## src/rtl/contador_pkg.sv

```systemverilog
// Shared constants and helpers for the multi-channel clock-enable counter.
// Channel 0 drives the VGA pixel enable and channel 1 drives the alarm ring clock.
package contador_pkg;

    localparam int CNT_W_DEF = 32'sd24;
    localparam int DIV_PIXEL = 32'sd4;
    localparam int DIV_RING  = 32'sd12500000;
    localparam int CH_PIXEL  = 32'sd0;
    localparam int CH_RING   = 32'sd1;

    // Smallest r with 2**r >= value; returns 0 for values of 0 or 1.
    function automatic int clog2(input int value);
        int r;
        r = 32'sd0;
        for (int i = 0; i < 31; i++) begin
            if ((32'sd1 <<< i) < value) begin
                r = i + 32'sd1;
            end else begin
                r = r;
            end
        end
        return r;
    endfunction

endpackage

```

## src/rtl/contador_clk_multi_canal.sv

```systemverilog
// One clock-enable channel: programmable divisor, one-shot/continuous mode,
// pause, synchronous clear, and a pending-divisor slot applied at safe points.
module contador_canal
    import contador_pkg::*;
#(
    parameter int               CNT_W    = CNT_W_DEF,
    parameter logic [CNT_W-1:0] DIV_INIT = CNT_W'(DIV_PIXEL)
) (
    input  logic             CLK_NX,
    input  logic             reset,
    input  logic             en,
    input  logic             oneshot,
    input  logic             clr,
    input  logic             wr_sel,
    input  logic [CNT_W-1:0] wr_div,
    output logic             tick,
    output logic             sq,
    output logic             busy
);

    logic [CNT_W-1:0] cnt_r, div_act_r, div_pend_r;
    logic             pend_r, done_r, en_d_r, tick_r, sq_r, busy_r;

    logic [CNT_W-1:0] eff_div_s, eff_pend_s;
    logic             rise_s, done_eff_s, adv_s, wrap_s, apply_s;

    logic [CNT_W-1:0] cnt_nxt_s, div_act_nxt_s, div_pend_nxt_s;
    logic             pend_nxt_s, done_nxt_s, tick_nxt_s, sq_nxt_s;

    // Advance/wrap decision; a zero divisor behaves as one.
    always_comb begin
        eff_div_s  = (div_act_r == '0) ? CNT_W'(1) : div_act_r;
        eff_pend_s = (div_pend_r == '0) ? CNT_W'(1) : div_pend_r;
        rise_s     = en & ~en_d_r;
        // done survives only while still in one-shot mode and en has not re-risen
        done_eff_s = done_r & oneshot & ~rise_s;
        adv_s      = en & ~done_eff_s;
        wrap_s     = adv_s & (cnt_r >= (eff_div_s - CNT_W'(1)));
    end

    // Next-state for counter, outputs and divisor slots; clr beats wrap.
    always_comb begin
        cnt_nxt_s      = cnt_r;
        div_act_nxt_s  = div_act_r;
        div_pend_nxt_s = div_pend_r;
        pend_nxt_s     = pend_r;
        done_nxt_s     = done_eff_s;
        tick_nxt_s     = 1'b0;
        sq_nxt_s       = sq_r;
        apply_s        = 1'b0;

        if (clr) begin
            cnt_nxt_s  = '0;
            sq_nxt_s   = 1'b0;
            done_nxt_s = 1'b0;
            apply_s    = pend_r;
        end else if (wrap_s) begin
            cnt_nxt_s  = '0;
            tick_nxt_s = 1'b1;
            sq_nxt_s   = ~sq_r;
            done_nxt_s = oneshot;
            apply_s    = pend_r;
        end else if (adv_s) begin
            cnt_nxt_s = cnt_r + CNT_W'(1);
        end else begin
            apply_s = pend_r;
            // idle apply of a shorter divisor must not leave cnt beyond the new period
            if (pend_r && (eff_pend_s <= cnt_r)) begin
                cnt_nxt_s = '0;
            end else begin
                cnt_nxt_s = cnt_r;
            end
        end

        if (apply_s) begin
            div_act_nxt_s = div_pend_r;
            pend_nxt_s    = 1'b0;
        end else begin
            div_act_nxt_s = div_act_r;
        end

        // a write on this edge lands in the pending slot after any apply above
        if (wr_sel) begin
            div_pend_nxt_s = wr_div;
            pend_nxt_s     = 1'b1;
        end else begin
            div_pend_nxt_s = div_pend_r;
        end
    end

    // Channel state register with synchronous reset.
    always_ff @(posedge CLK_NX) begin
        if (reset) begin
            cnt_r      <= '0;
            div_act_r  <= DIV_INIT;
            div_pend_r <= DIV_INIT;
            pend_r     <= 1'b0;
            done_r     <= 1'b0;
            en_d_r     <= 1'b0;
            tick_r     <= 1'b0;
            sq_r       <= 1'b0;
            busy_r     <= 1'b0;
        end else begin
            cnt_r      <= cnt_nxt_s;
            div_act_r  <= div_act_nxt_s;
            div_pend_r <= div_pend_nxt_s;
            pend_r     <= pend_nxt_s;
            done_r     <= done_nxt_s;
            en_d_r     <= en;
            tick_r     <= tick_nxt_s;
            sq_r       <= sq_nxt_s;
            busy_r     <= adv_s;
        end
    end

    assign tick = tick_r;
    assign sq   = sq_r;
    assign busy = busy_r;

endmodule

```

## src/rtl/contador_clk_multi.sv

```systemverilog
// N_CH-channel clock-enable generator: write decode, acknowledge and one
// contador_canal per channel.
module contador_clk_multi
    import contador_pkg::*;
#(
    parameter int                    N_CH    = 2,
    parameter int                    CNT_W   = CNT_W_DEF,
    parameter int                    CH_W    = (clog2(N_CH) > 1) ? clog2(N_CH) : 1,
    parameter logic [N_CH*CNT_W-1:0] DIV_RST = {CNT_W'(DIV_RING), CNT_W'(DIV_PIXEL)}
) (
    input  logic             CLK_NX,
    input  logic             reset,
    input  logic [N_CH-1:0]  en,
    input  logic [N_CH-1:0]  oneshot,
    input  logic [N_CH-1:0]  clr,
    input  logic             wr_en,
    input  logic [CH_W-1:0]  wr_ch,
    input  logic [CNT_W-1:0] wr_div,
    output logic             wr_ack,
    output logic [N_CH-1:0]  tick,
    output logic [N_CH-1:0]  sq,
    output logic [N_CH-1:0]  busy
);

    localparam logic [CH_W:0] N_CH_V = (CH_W + 1)'(N_CH);

    logic            wr_valid_s;
    logic [N_CH-1:0] wr_sel_s;
    logic            wr_ack_r;

    // Decode the write strobe to a one-hot channel select; out-of-range channels are dropped.
    always_comb begin
        wr_valid_s = wr_en & ({1'b0, wr_ch} < N_CH_V);
        wr_sel_s   = '0;
        for (int i = 0; i < N_CH; i++) begin
            if (wr_valid_s && (wr_ch == CH_W'(i))) begin
                wr_sel_s[i] = 1'b1;
            end else begin
                wr_sel_s[i] = 1'b0;
            end
        end
    end

    // One-cycle acknowledge for every accepted write.
    always_ff @(posedge CLK_NX) begin
        if (reset) begin
            wr_ack_r <= 1'b0;
        end else begin
            wr_ack_r <= wr_valid_s;
        end
    end

    assign wr_ack = wr_ack_r;

    for (genvar g = 0; g < N_CH; g++) begin : g_ch
        contador_canal #(
            .CNT_W    (CNT_W),
            .DIV_INIT (DIV_RST[g*CNT_W +: CNT_W])
        ) u_canal (
            .CLK_NX  (CLK_NX),
            .reset   (reset),
            .en      (en[g]),
            .oneshot (oneshot[g]),
            .clr     (clr[g]),
            .wr_sel  (wr_sel_s[g]),
            .wr_div  (wr_div),
            .tick    (tick[g]),
            .sq      (sq[g]),
            .busy    (busy[g])
        );
    end

endmodule
```

## config.mk

```make
export PLATFORM = sky130hd
export DESIGN_NAME = contador_clk_multi
export DESIGN_NICKNAME = d
export VERILOG_FILES = /design/src/rtl/contador_pkg.sv /design/src/rtl/contador_clk_multi_canal.sv /design/src/rtl/contador_clk_multi.sv
export SDC_FILE = /design/constraint.sdc
export NUM_CORES = 1
export LEC_CHECK = 0
export BUFFER_PORTS_ARGS = -buffer_cell sky130_fd_sc_hd__buf_2
export CAP_MARGIN = 15
export CORE_MARGIN = 3
export CORE_UTILIZATION = 45
export CTS_CLUSTER_DIAMETER = 80
export DETAILED_ROUTE_END_ITERATION = 7
export HOLD_SLACK_MARGIN = 0.06
export PLACE_DENSITY = 0.72
export SLEW_MARGIN = 25
export SYNTH_ARGS = -nofsm -noshare
export SYNTH_HDL_FRONTEND = slang
export SYNTH_HIERARCHICAL = 1
export SYNTH_SLANG_ARGS = --single-unit
```

## constraint.sdc

```tcl
create_clock -name CLK_NX -period 8.1 [get_ports CLK_NX]
set_clock_uncertainty 0.2 [all_clocks]
set_input_delay 0.405 -clock CLK_NX [delete_from_list [all_inputs] [get_ports CLK_NX]]
set_output_delay 0.405 -clock CLK_NX [all_outputs]
set_load 0.01 [all_outputs]
```

## Word level (Yosys, flattened, before mapping)

Index checks and enable logic that the tools add are counted.

- Add/sub/neg operators: 4
- Magnitude comparators: 4
- Muxes and demuxes: 24
- Bitwise logic cells: 19
- Reduce and logical (&&, ||, !) cells: 16

Operators with widths:

| operator | number |
|---|---|
| 24-bit 2-to-1 mux | 8 |
| 24-bit zero test | 4 |
| 24-bit by 1-bit adder with 24-bit output, second input constant | 2 |
| 24-bit >= comparator | 2 |
| 24-bit <= comparator | 2 |
| 24-bit by 1-bit subtractor with 24-bit output, second input constant | 2 |
| 1-bit 2-to-1 mux | 16 |
| 1-bit bitwise AND | 10 |
| 1-bit NOT | 9 |
| 2-bit nonzero test | 4 |
| 3-bit OR reduction | 2 |
| 1-bit logical AND | 4 |
| 2-bit OR reduction | 2 |

- Flip-flop bits (word level): 157
- Output and inout port bits: 7
- Logic and storage cells: 86

## Depth between registers and ports, before layout

Gate-level depths: netlist (run 1).

- Depth after elaboration: 11
- Mapped depth: 21

## Hierarchy

The synthesis (run 1) kept the hierarchy.

Modules (own cells, without submodules):

| module | times used | cells each | area an instance (um^2) | seq. area each (um^2) |
|---|---|---|---|---|
| contador_canal at g_ch[0].u_canal | 1 | 585 | 4,959.8 | 1,561.5 |
| contador_canal at g_ch[1].u_canal | 1 | 572 | 4,704.5 | 1,561.5 |
| contador_clk_multi | 1 | 4 | 42.5 | 20.0 |

## Worst setup path after synthesis (run 1)

OpenSTA, ideal clock, no wires.

- Kind: reg2reg
- Start: register g_ch[0].u_canal.div_act_r[12]
- End: register g_ch[0].u_canal.div_act_r[0]
- Data arrival time: 4,411 ps
- Required time: 7,828 ps
- Path slack: 3,417 ps
- Cell stages (with the launch flop): 18
- Path buffers: 1
- Cells stage by stage: dfxtp_1 or4_4 or4_4 or2_4 nor3_1 nor2_1 ha_1 nand3_1 nor4_1 xnor2_1 ha_1 nand4_1 nor4_1 and4_1 a2111oi_4 a21oi_2 buf_2 mux2i_1

- Longest elaborated chain between the ends: 7

RTL lines:

| element | line | source |
|---|---|---|
| from (decl) | contador_clk_multi_canal.sv:21 | `logic [CNT_W-1:0] cnt_r, div_act_r, div_pend_r;` |
| from (signal assigned) | contador_clk_multi_canal.sv:105 | `div_act_r <= div_act_nxt_s;` |
| 24-bit zero test | contador_clk_multi_canal.sv:32 | `eff_div_s = (div_act_r == '0) ? CNT_W'(1) : div_act_r;` |
| 24-bit 2-to-1 mux (*) | contador_clk_multi_canal.sv:32 |  |
| 24-bit by 1-bit subtractor with 24-bit output (*) | contador_clk_multi_canal.sv:38 | `wrap_s = adv_s & (cnt_r >= (eff_div_s - CNT_W'(1)));` |
| 24-bit >= comparator (*) | contador_clk_multi_canal.sv:38 |  |
| 1-bit bitwise AND (*) | contador_clk_multi_canal.sv:38 |  |
| 1-bit 2-to-1 mux (*) | contador_clk_multi_canal.sv:57 | `end else if (wrap_s) begin` |
| 1-bit 2-to-1 mux (*) | contador_clk_multi_canal.sv:52 | `if (clr) begin` |

Mark *: on every way between the ends. The rest lies on a longest branch, timed or not.
A chain may end at the register's enable or synchronous reset.

## Worst setup path after layout (run 1)

- Start: register g_ch[0].u_canal.div_act_r[12]
- End: register g_ch[0].u_canal.div_act_r[15]

Same word-level chain as after synthesis.

==> flow_metrics.py, run 1 <==
metrics = {
    "global_routing": {
        "overflow": 0,
        "grt_start_max_net_pins": 81,
        "grt_pass1_vias": 7642,
        "grt_first_pass_wirelength_um": 39800,
        "antenna_found_initial": 0,
        "gr-usage-all-layers": 0.206,
    },
    "die": {
        "die_h_um": 153,
        "initial_utilization": 0.460,
        "dieArea_mm2": 0.0234,
        "fp.coreArea_mm2": 0.0211,
        "rows": 53,
        "die_x_um": 153,
        "pin_count": 41,
    },
    "synthesis": {
        "synth_area_mm2": 0.00971,
        "ys_top_cells_by_area": "dfxtp_1, ha_1, mux2i_1",
        "ys.flop_type": "dfxtp_1",
        "synth_top_area_frac": 0.324,
        "synth-edff-count": 0,
        "ys_seq_area_frac": 0.324,
        "syn_inst": 1161,
        "synth.top_cells.by_count": "dfxtp_1, nor2_1, ha_1",
        "syn_nets": 1295,
        "yosysTopAreaCell": "dfxtp_1",
        "yosysWarningCount": 6,
        "ys_seq_elements": 157,
        "avgSynthCellArea_um2": 8.36,
        "yosysUniqueCellTypes": 63,
        "synth_most_common_cell": "dfxtp_1",
        "synthArstFlopShare": 0,
    },
    "clock_network": {
        "cts.repair.resized": 0,
        "cts_tree": "done",
        "cts.sinks": 157,
        "htree_levels": 4,
        "clk_pin_slew_ps": 60,
        "cts_setup_buffers": 0,
        "root_buffer": "clkbuf_16",
        "numCtsBuffers": 17,
        "clockBufferDepth": 2,
        "clk_latency_ps": 420,
    },
    "worst_setup_path": {
        "end_kind": "flop",
        "slowest_delay_ps": 870,
        "critPathKind": "reg -> reg",
        "crit_chain": "or4_4 > or4_4 > or2_4 > nor3_1 > nor2_1 > ha_1 > nand3_1 > nor4_1 > xnor2_1 > ha_1 > nand4_1 > nor4_1 > and4_1 > a2111oi_4 > a21oi_4 > mux2i_1",
        "crit_fanout": 24,
        "cp.required_ps": 8240,
        "cp_slowest_cell": "a21oi_4",
        "cp_num_buf_inv": 0,
        "worst_setup_path_start_kind": "flop",
        "worstPathArrival_ps": 5760,
        "crit_family": "simple AND/OR/NAND/NOR gates",
    },
    "pwr": {
        "switching_power_uw": 460,
        "p_leak_nw": 4.12,
        "combPwrFrac": 0.098,
        "clock_power_share": 0.457,
        "power.total_mw": 1.83,
        "p_per_area_mw_per_mm2": 169,
        "max-vdd-ir-drop_v": 0.000173,
        "sw_frac_of_total": 0.251,
        "internal_power_mw": 1.37,
        "sequentialPowerShare": 0.445,
    },
    "sta": {
        "worstMarginPinSlew_ps": 1060,
        "layout_min_cycle_time_ps": 5610,
        "drv_slew": 0,
        "finalHoldViolCount": 0,
        "rsz0062_at_grt": "false",
        "finalWorstSetupSlack_ps": 2490,
        "setup-tns-final_ps": 0,
        "finalSetupViolations": 0,
        "relSlewSlack": 0.294,
        "fmax_ghz": 0.178,
        "fin_crit_sh": 0.693,
    },
    "final_layout": {
        "diodes": 0,
        "layout-drive-gt1-share": 0.0875,
        "fin_util": 0.515,
        "ff_latch_area_mm2": 0.00314,
        "design_area_mm2": 0.0109,
        "multi_input_area_mm2": 0.00604,
        "area_growth_syn_to_layout_pct": 11.8,
        "nets": 1298,
        "fill_cells": 1952,
    },
    "flow_run": {
        "max_cap_violations": 0,
    },
    "drt": {
        "wl_per_cell_um": 16.9,
        "antenna_left": 0,
        "viasPerCell": 5.78,
        "wl_um": 24500,
        "num_vias": 8391,
        "drc": 0,
        "drt_iter0_drc": 610,
        "dr.pass1.iters": 8,
    },
    "place": {
        "gp_congestion": 0.906,
        "port_buffers": 40,
        "dp_hpwl_um": 18200,
        "placedInstanceArea_mm2": 0.00998,
        "dp_slack_ps": 2560,
    },
    "status": {
        "status": "finished, final reports clean",
    },
    "min_path": {
        "hold_class": "in -> reg",
    },
}
## layout by cell type, fill, tap and decap left out, drive strengths merged, types with 3 or more instances in the layout
master / n
a211o: 13
a211oi: 22
a21o: 9
a21oi: 77
a311oi: 6
a31oi: 9
and2: 6
and3: 8
and4: 6
buf: 44
bufinv: 3
clkbuf: 19
clkinv: 7
dfxtp: 157
dlygate4sd3: 26
ha: 100
inv: 60
mux2i: 71
nand2: 43
nand2b: 48
nand3: 32
nand4: 27
nor2: 134
nor2b: 18
nor3: 56
nor4: 32
o211ai: 6
o21ai: 31
o31ai: 7
or2: 6
or3: 5
or4: 6
xnor2: 47
xor2: 10
## per-stage QoR
stage | hold slack (ps) | cells
after CTS | 67.3 | 1452
after detailed placement | 274 | 1394
after global routing | 80.8 | 1452
final | 82.5 | 1452
after floorplan | 245 | 1161
after global placement | 263 | 1394
## metal layers
metal	global-route usage	vias up	wire length (µm)
met5	0	-	0
met1	0.294	3965	11700
met3	0.0272	41	1190
li1	-	4125	-
met2	0.320	260	11000
met4	0.0751	0	632
## state kept, by name (all words and copies together) (netlist names)
name	flops
g_ch.u_canal/busy	2
g_ch.u_canal/cnt_r	48
g_ch.u_canal/div_act_r	48
g_ch.u_canal/div_pend_r	48
g_ch.u_canal/done_r	2
g_ch.u_canal/en_d_r	2
g_ch.u_canal/pend_r	2
g_ch.u_canal/sq	2
g_ch.u_canal/tick	2
wr_ack	1
## tightest hold or removal path, cell delays in order
cell and delay [ps]:
buf_2 120, mux2i_1 70, nor2_1 70
## cell type report
type | instances | share of cell area
Clock inverter | 13 | 0.0151
Timing Repair Buffer | 70 | 0.0454
Sequential cell | 157 | 0.290
Inverter | 59 | 0.0204
Clock buffer | 19 | 0.0417
Multi-Input combinational cell | 859 | 0.556
Tap cell | 275 | 0.0317
## power by group through the flow
stage                     clock, mW  combinational, mW  sequential (mW)
after floorplan                   0              0.130            0.821
after global placement            0              0.163            0.831
after detailed placement          0              0.167            0.831
after CTS                     0.845              0.178            0.814
after global routing          0.871              0.199            0.817
final                         0.836              0.180            0.814
## cells by family (layout without fill, tap and decap cells)
logic type / count (synthesis) / count (layout) / synth area share
flops: 157 / 157 / 0.324
xor+xnor: 57 / 57 / 0.0514
fa+ha+maj: 100 / 100 / 0.129
buf+inv: 145 / 161 / 0.0566
mux: 71 / 71 / 0.0732
compound gates: 197 / 197 / 0.132
simple gates: 434 / 434 / 0.234
## what timing repair did
action                                  4_1_cts  5_1_grt
endpoints found under the setup margin        0        0
endpoints found under the hold margin        34        0
hold buffers                                 26        0
## final timing paths
check	startpoint	end	slack, ps	cells past startpoint
hold / removal	wr_div[7]	g_ch[1].u_canal/div_pend_r[7]	80	3
setup reg to reg	g_ch[0].u_canal/div_act_r[12]	g_ch[0].u_canal/div_act_r[15]	2490	16
setup / recovery	g_ch[0].u_canal/div_act_r[12]	g_ch[0].u_canal/div_act_r[15]	2490	16
hold reg to reg	g_ch[0].u_canal/sq	g_ch[0].u_canal/sq	280	2
Power figures use the tool's default switching activity.
==> run 2, diff against run 1 <==
==> constraint.sdc (replaced) <==
create_clock -name CLK_NX -period 5.7 [get_ports CLK_NX]
set_clock_uncertainty 0.2 [all_clocks]
set_input_delay 0.285 -clock CLK_NX [delete_from_list [all_inputs] [get_ports CLK_NX]]
set_output_delay 0.285 -clock CLK_NX [all_outputs]
set_load 0.01 [all_outputs]
==> run 2 against run 1 <==
  * Hold slack better by 200 ps
  * Highest routed layer unchanged
  * Non-clock buffer count rose by 9
  * Setup slack worse by 2100 ps
==> flow_metrics.py, run 2 (same netlist as run 1, synthesis figures left out) <==
metrics = {
    "status": {
        "status": "finished, final reports clean",
    },
    "drt": {
        "antenna_left": 0,
        "drc": 0,
        "wl_per_cell_um": 17.1,
        "drt_iter0_drc": 640,
        "dr.pass1.iters": 5,
        "wl_um": 25100,
        "viasPerCell": 5.69,
        "num_vias": 8317,
    },
    "min_path": {
        "hold_class": "reg -> reg",
    },
    "global_routing": {
        "overflow": 0,
        "antenna_found_initial": 0,
        "grt_first_pass_wirelength_um": 40400,
        "grt_start_max_net_pins": 109,
        "gr-usage-all-layers": 0.209,
        "grt_pass1_vias": 7836,
    },
    "final_layout": {
        "nets": 1308,
        "final_cell_mix": "dfxtp_1, nor2_1, ha_1",
        "diodes": 0,
        "final_common_cell": "dfxtp_1",
        "design_area_mm2": 0.0109,
        "layout-drive-gt1-share": 0.0876,
        "fill_cells": 1959,
        "top_regs": "g_ch.u_canal/cnt_r x48, g_ch.u_canal/div_act_r x48, g_ch.u_canal/div_pend_r x48",
        "area_growth_syn_to_layout_pct": 12.4,
    },
    "die": {
        "fp.coreArea_mm2": 0.0211,
        "die_x_um": 153,
        "dieArea_mm2": 0.0234,
        "rows": 53,
        "pin_count": 41,
        "initial_utilization": 0.460,
        "die_h_um": 153,
    },
    "clock_network": {
        "numCtsBuffers": 17,
        "cts_tree": "done",
        "cts.sinks": 157,
        "cts_setup_buffers": 0,
        "clk_pin_slew_ps": 60,
        "htree_levels": 4,
        "root_buffer": "clkbuf_16",
        "clockBufferDepth": 2,
        "clk_latency_ps": 420,
    },
    "place": {
        "placedInstanceArea_mm2": 0.0100,
        "dp_hpwl_um": 18400,
        "gp_congestion": 0.939,
        "port_buffers": 40,
    },
    "sta": {
        "layout_min_cycle_time_ps": 5310,
        "fin_crit_sh": 0.932,
        "worstMarginPinSlew_ps": 1070,
        "fmax_ghz": 0.188,
        "rsz0062_at_grt": "false",
        "finalSetupViolations": 0,
        "finalHoldViolCount": 0,
        "setup-tns-final_ps": 0,
        "holdWs_ps": 283,
        "drv_slew": 0,
        "relSlewSlack": 0.284,
    },
    "worst_setup_path": {
        "end_kind": "flop",
        "critPathKind": "reg -> reg",
        "crit_fanout": 12,
        "worst_setup_path_start_kind": "flop",
        "cp.required_ps": 5840,
        "worstPathArrival_ps": 5450,
    },
    "flow_run": {
        "max_cap_violations": 0,
    },
    "pwr": {
        "max-vdd-ir-drop_v": 0.000222,
        "p_per_area_mw_per_mm2": 231,
        "p_leak_nw": 4.15,
    },
}
## run 2: cell types whose count changed in the layout (fill, tap and decap cells not counted), sizes merged
cell         change
clkinv           +1
clkinvlp         -1
a21oi            +1
bufinv           -1
buf              +2
clkbuf           +1
dlygate4sd3      +7
## run 2: area by class of cell
class / instances / area [µm²] / area share
clock buffer: 20 / 447 / 0.0409
clock inverter: 12 / 120 / 0.0110
inverter: 59 / 221 / 0.0203
multi-input combinational: 860 / 6040 / 0.554
sequential: 157 / 3140 / 0.288
tap: 275 / 344 / 0.0315
timing repair buffer: 79 / 591 / 0.0541
## run 2: worst paths after layout
path	from	end	slack, ps	cells past startpoint
setup / recovery	g_ch[0].u_canal/div_act_r[12]	g_ch[0].u_canal/div_act_r[9]	390	16
hold reg to reg	g_ch[0].u_canal/sq	g_ch[0].u_canal/sq	280	2
hold / removal	g_ch[0].u_canal/sq	g_ch[0].u_canal/sq	280	2
setup reg to reg	g_ch[0].u_canal/div_act_r[12]	g_ch[0].u_canal/div_act_r[9]	390	16
## run 2: stage by stage
stage                     cells  utilization  total power, mW  setup WS (ps)
after floorplan            1161            -             1.35           1020
after global placement     1396        0.474             1.41            489
after detailed placement   1396        0.474             1.42            360
after CTS                  1461        0.517             2.54            347
after global routing       1462        0.517             2.62           72.4
final                      1462        0.517             2.52            389
## run 2: per-layer routing
metal / global-route usage / wire (µm)
met5: 0 / 0
met4: 0.0636 / 467
met3: 0.0314 / 1400
met2: 0.325 / 11300
met1: 0.300 / 11900
## run 2: timing repair
action                                  CTS  global route
gates resized for setup                   0             0
hold buffers                             33             0
endpoints found under the setup margin    0             2
hold endpoints to repair                 60             0
## run 2: report_power, final
part / leakage, nW / total [mW] / switching [mW] / internal [mW]
clock network: 0.283 / 1.10 / 0.451 / 0.653
registers: 1.28 / 1.16 / 0.0349 / 1.12
logic: 2.59 / 0.259 / 0.145 / 0.114
total: 4.15 / 2.52 / 0.631 / 1.89
## run 2: critical path, stage by stage (launching register included)
cell and delay [ps]:
dfxtp_1 350, or4_4 560, or4_4 550, or2_4 260, nor3_1 190, nor2_1 100
ha_1 240, nand3_1 230, nor4_1 90, xnor2_1 130, ha_1 300, nand4_1 130
nor4_1 410, and4_1 300, a2111oi_4 110, a21oi_2 800, mux2i_1 260
==> run 3, diff against run 2 <==
--- a/config.mk
+++ b/config.mk
@@ -11,6 +11,7 @@
 export CORE_UTILIZATION = 45
 export CTS_CLUSTER_DIAMETER = 80
 export DETAILED_ROUTE_END_ITERATION = 7
+export GPL_TIMING_DRIVEN = 0
 export HOLD_SLACK_MARGIN = 0.06
 export PLACE_DENSITY = 0.72
 export SLEW_MARGIN = 25
==> constraint.sdc (replaced) <==
create_clock -name CLK_NX -period 5.65 [get_ports CLK_NX]
set_clock_uncertainty 0.2 [all_clocks]
set_input_delay 0.2825 -clock CLK_NX [delete_from_list [all_inputs] [get_ports CLK_NX]]
set_output_delay 0.2825 -clock CLK_NX [all_outputs]
set_load 0.01 [all_outputs]
==> run 3 against run 2 <==
  * Register-to-register slack worse by 140 ps
  * Critical path type unchanged
  * Cell count up 6.0%
  * Largest power group unchanged
  * Core utilization up 1.7 points
==> flow_metrics.py, run 3 (same netlist as run 1, synthesis figures left out) <==
metrics = {
    "flow_run": {
        "max_cap_violations": 0,
    },
    "sta": {
        "finalWorstSetupSlack_ps": 253,
        "setup-tns-final_ps": 0,
        "layout_min_cycle_time_ps": 5400,
        "rsz0062_at_grt": "false",
        "finalSetupViolations": 0,
        "fin_crit_sh": 0.955,
        "drv_slew": 0,
        "relSlewSlack": 0.339,
        "fmax_ghz": 0.185,
        "worstMarginPinSlew_ps": 983,
        "finalHoldViolCount": 0,
    },
    "clock_network": {
        "htree_levels": 4,
        "root_buffer": "clkbuf_16",
        "clk_pin_slew_ps": 70,
        "clk_latency_ps": 440,
        "clockBufferDepth": 2,
        "cts.sinks": 157,
        "cts_tree": "done",
        "numCtsBuffers": 17,
    },
    "die": {
        "initial_utilization": 0.460,
        "die_x_um": 153,
        "dieArea_mm2": 0.0234,
        "fp.coreArea_mm2": 0.0211,
        "pin_count": 41,
        "rows": 53,
        "die_h_um": 153,
    },
    "drt": {
        "viasPerCell": 5.64,
        "dr.pass1.iters": 5,
        "drc": 0,
        "wl_um": 27100,
        "wl_per_cell_um": 17.5,
        "drt_iter0_drc": 773,
        "antenna_left": 0,
        "num_vias": 8738,
    },
    "worst_setup_path": {
        "cp_num_buf_inv": 1,
        "crit_chain": "or4_4 > or4_4 > or2_4 > nor3_1 > nor2_1 > ha_1 > nand3_1 > nor4_1 > xnor2_1 > ha_1 > nand4_1 > nor4_1 > and4_1 > a2111oi_4 > a21oi_4 > buf_2 > mux2i_1",
        "cp.required_ps": 5800,
        "end_kind": "flop",
        "worst_setup_path_start_kind": "flop",
        "worstPathArrival_ps": 5550,
        "crit_family": "simple AND/OR/NAND/NOR gates",
        "regToRegSetupSlack_ps": 250,
        "slowest_delay_ps": 570,
        "crit_fanout": 10,
        "critPathKind": "reg -> reg",
        "cp_slowest_cell": "or4_4",
    },
    "final_layout": {
        "top_regs": "g_ch.u_canal/cnt_r x48, g_ch.u_canal/div_act_r x48, g_ch.u_canal/div_pend_r x48",
        "ff_latch_area_mm2": 0.00314,
        "multi_input_area_mm2": 0.00606,
        "nets": 1395,
        "final_common_cell": "dfxtp_1",
        "design_area_mm2": 0.0113,
        "fill_cells": 1923,
        "fin_cells": 1549,
        "area_growth_syn_to_layout_pct": 16.0,
        "layout-drive-gt1-share": 0.0926,
        "final_cell_mix": "dfxtp_1, nor2_1, ha_1",
        "diodes": 0,
    },
    "place": {
        "gp_congestion": 0.919,
        "dp_hpwl_um": 20600,
        "dp.cells": 1476,
        "port_buffers": 40,
        "dp_slack_ps": 83.6,
        "placedInstanceArea_mm2": 0.0103,
    },
    "min_path": {
        "hold_class": "in -> reg",
    },
    "pwr": {
        "p_per_area_mw_per_mm2": 230,
        "clock_power_share": 0.437,
        "internal_power_mw": 1.85,
        "sequentialPowerShare": 0.451,
        "p_leak_nw": 4.27,
        "sw_frac_of_total": 0.286,
        "power.total_mw": 2.59,
        "switching_power_uw": 741,
        "combPwrFrac": 0.112,
        "max-vdd-ir-drop_v": 0.000221,
    },
    "global_routing": {
        "grt_first_pass_wirelength_um": 43700,
        "gr-usage-all-layers": 0.229,
        "overflow": 0,
        "antenna_found_initial": 0,
        "grt_pass1_vias": 8317,
        "grt_start_max_net_pins": 18,
    },
    "status": {
        "status": "finished, final reports clean",
    },
}
-- run 3: power by group through the flow --
stage / Combinational, mW / Clock [mW] / Sequential (mW)
after floorplan: 0.186 / 0 / 1.18
after global placement: 0.257 / 0 / 1.19
after detailed placement: 0.263 / 0 / 1.19
after CTS: 0.282 / 1.15 / 1.17
after global routing: 0.322 / 1.19 / 1.17
final: 0.291 / 1.13 / 1.17
-- run 3: worst paths after layout --
| path | startpoint | endpoint | cells past startpoint |
|---|---|---|---|
| max reg2reg | g_ch[0].u_canal/div_act_r[12] | g_ch[0].u_canal/div_act_r[20] | 17 |
| min reg2reg | g_ch[0].u_canal/sq | g_ch[0].u_canal/sq | 2 |
| min | reset | g_ch[1].u_canal/cnt_r[0] | 4 |
| max | g_ch[0].u_canal/div_act_r[12] | g_ch[0].u_canal/div_act_r[20] | 17 |
-- run 3: cell type report --
cell class	instances	share of cell area
flip-flops and latches	157	0.279
well taps	275	0.0306
plain buffers	86	0.0299
clock inverters	15	0.0124
clock buffers	17	0.0378
inverters	59	0.0197
multi-input cells	859	0.538
repair buffers	81	0.0527
-- run 3: timing repair --
action,CTS,global route
endpoints found under the hold margin,62,0
hold buffers,34,0
setup buffers,0,7
setup endpoints to repair,1,77
resized for setup,1,17
pin swaps,0,3
-- run 3: worst register-to-register path: cells and delay by family (launching register included) --
family / cells / cell delay, ps
AO/OA/AOI/OAI: 2 / 450
XOR/XNOR: 1 / 150
adder cells (fa/ha/maj): 2 / 570
buffers and inverters: 1 / 390
flip-flops: 1 / 360
multiplexers: 1 / 260
AND/OR/NAND/NOR: 10 / 2950
-- run 3: routing by layer --
layer  GRT usage  share of wire
met3      0.0445          0.074
met5           0              0
met2       0.352           0.43
met4      0.0594          0.017
met1       0.330           0.48
-- run 3: through the flow --
| step | hold WS [ps] | util |
|---|---|---|
| finish | 280 | 0.534 |
| global route | 289 | 0.534 |
| global placement | 258 | 0.486 |
| CTS | 279 | 0.529 |
| floorplan | 154 | - |
| detailed placement | 263 | 0.486 |
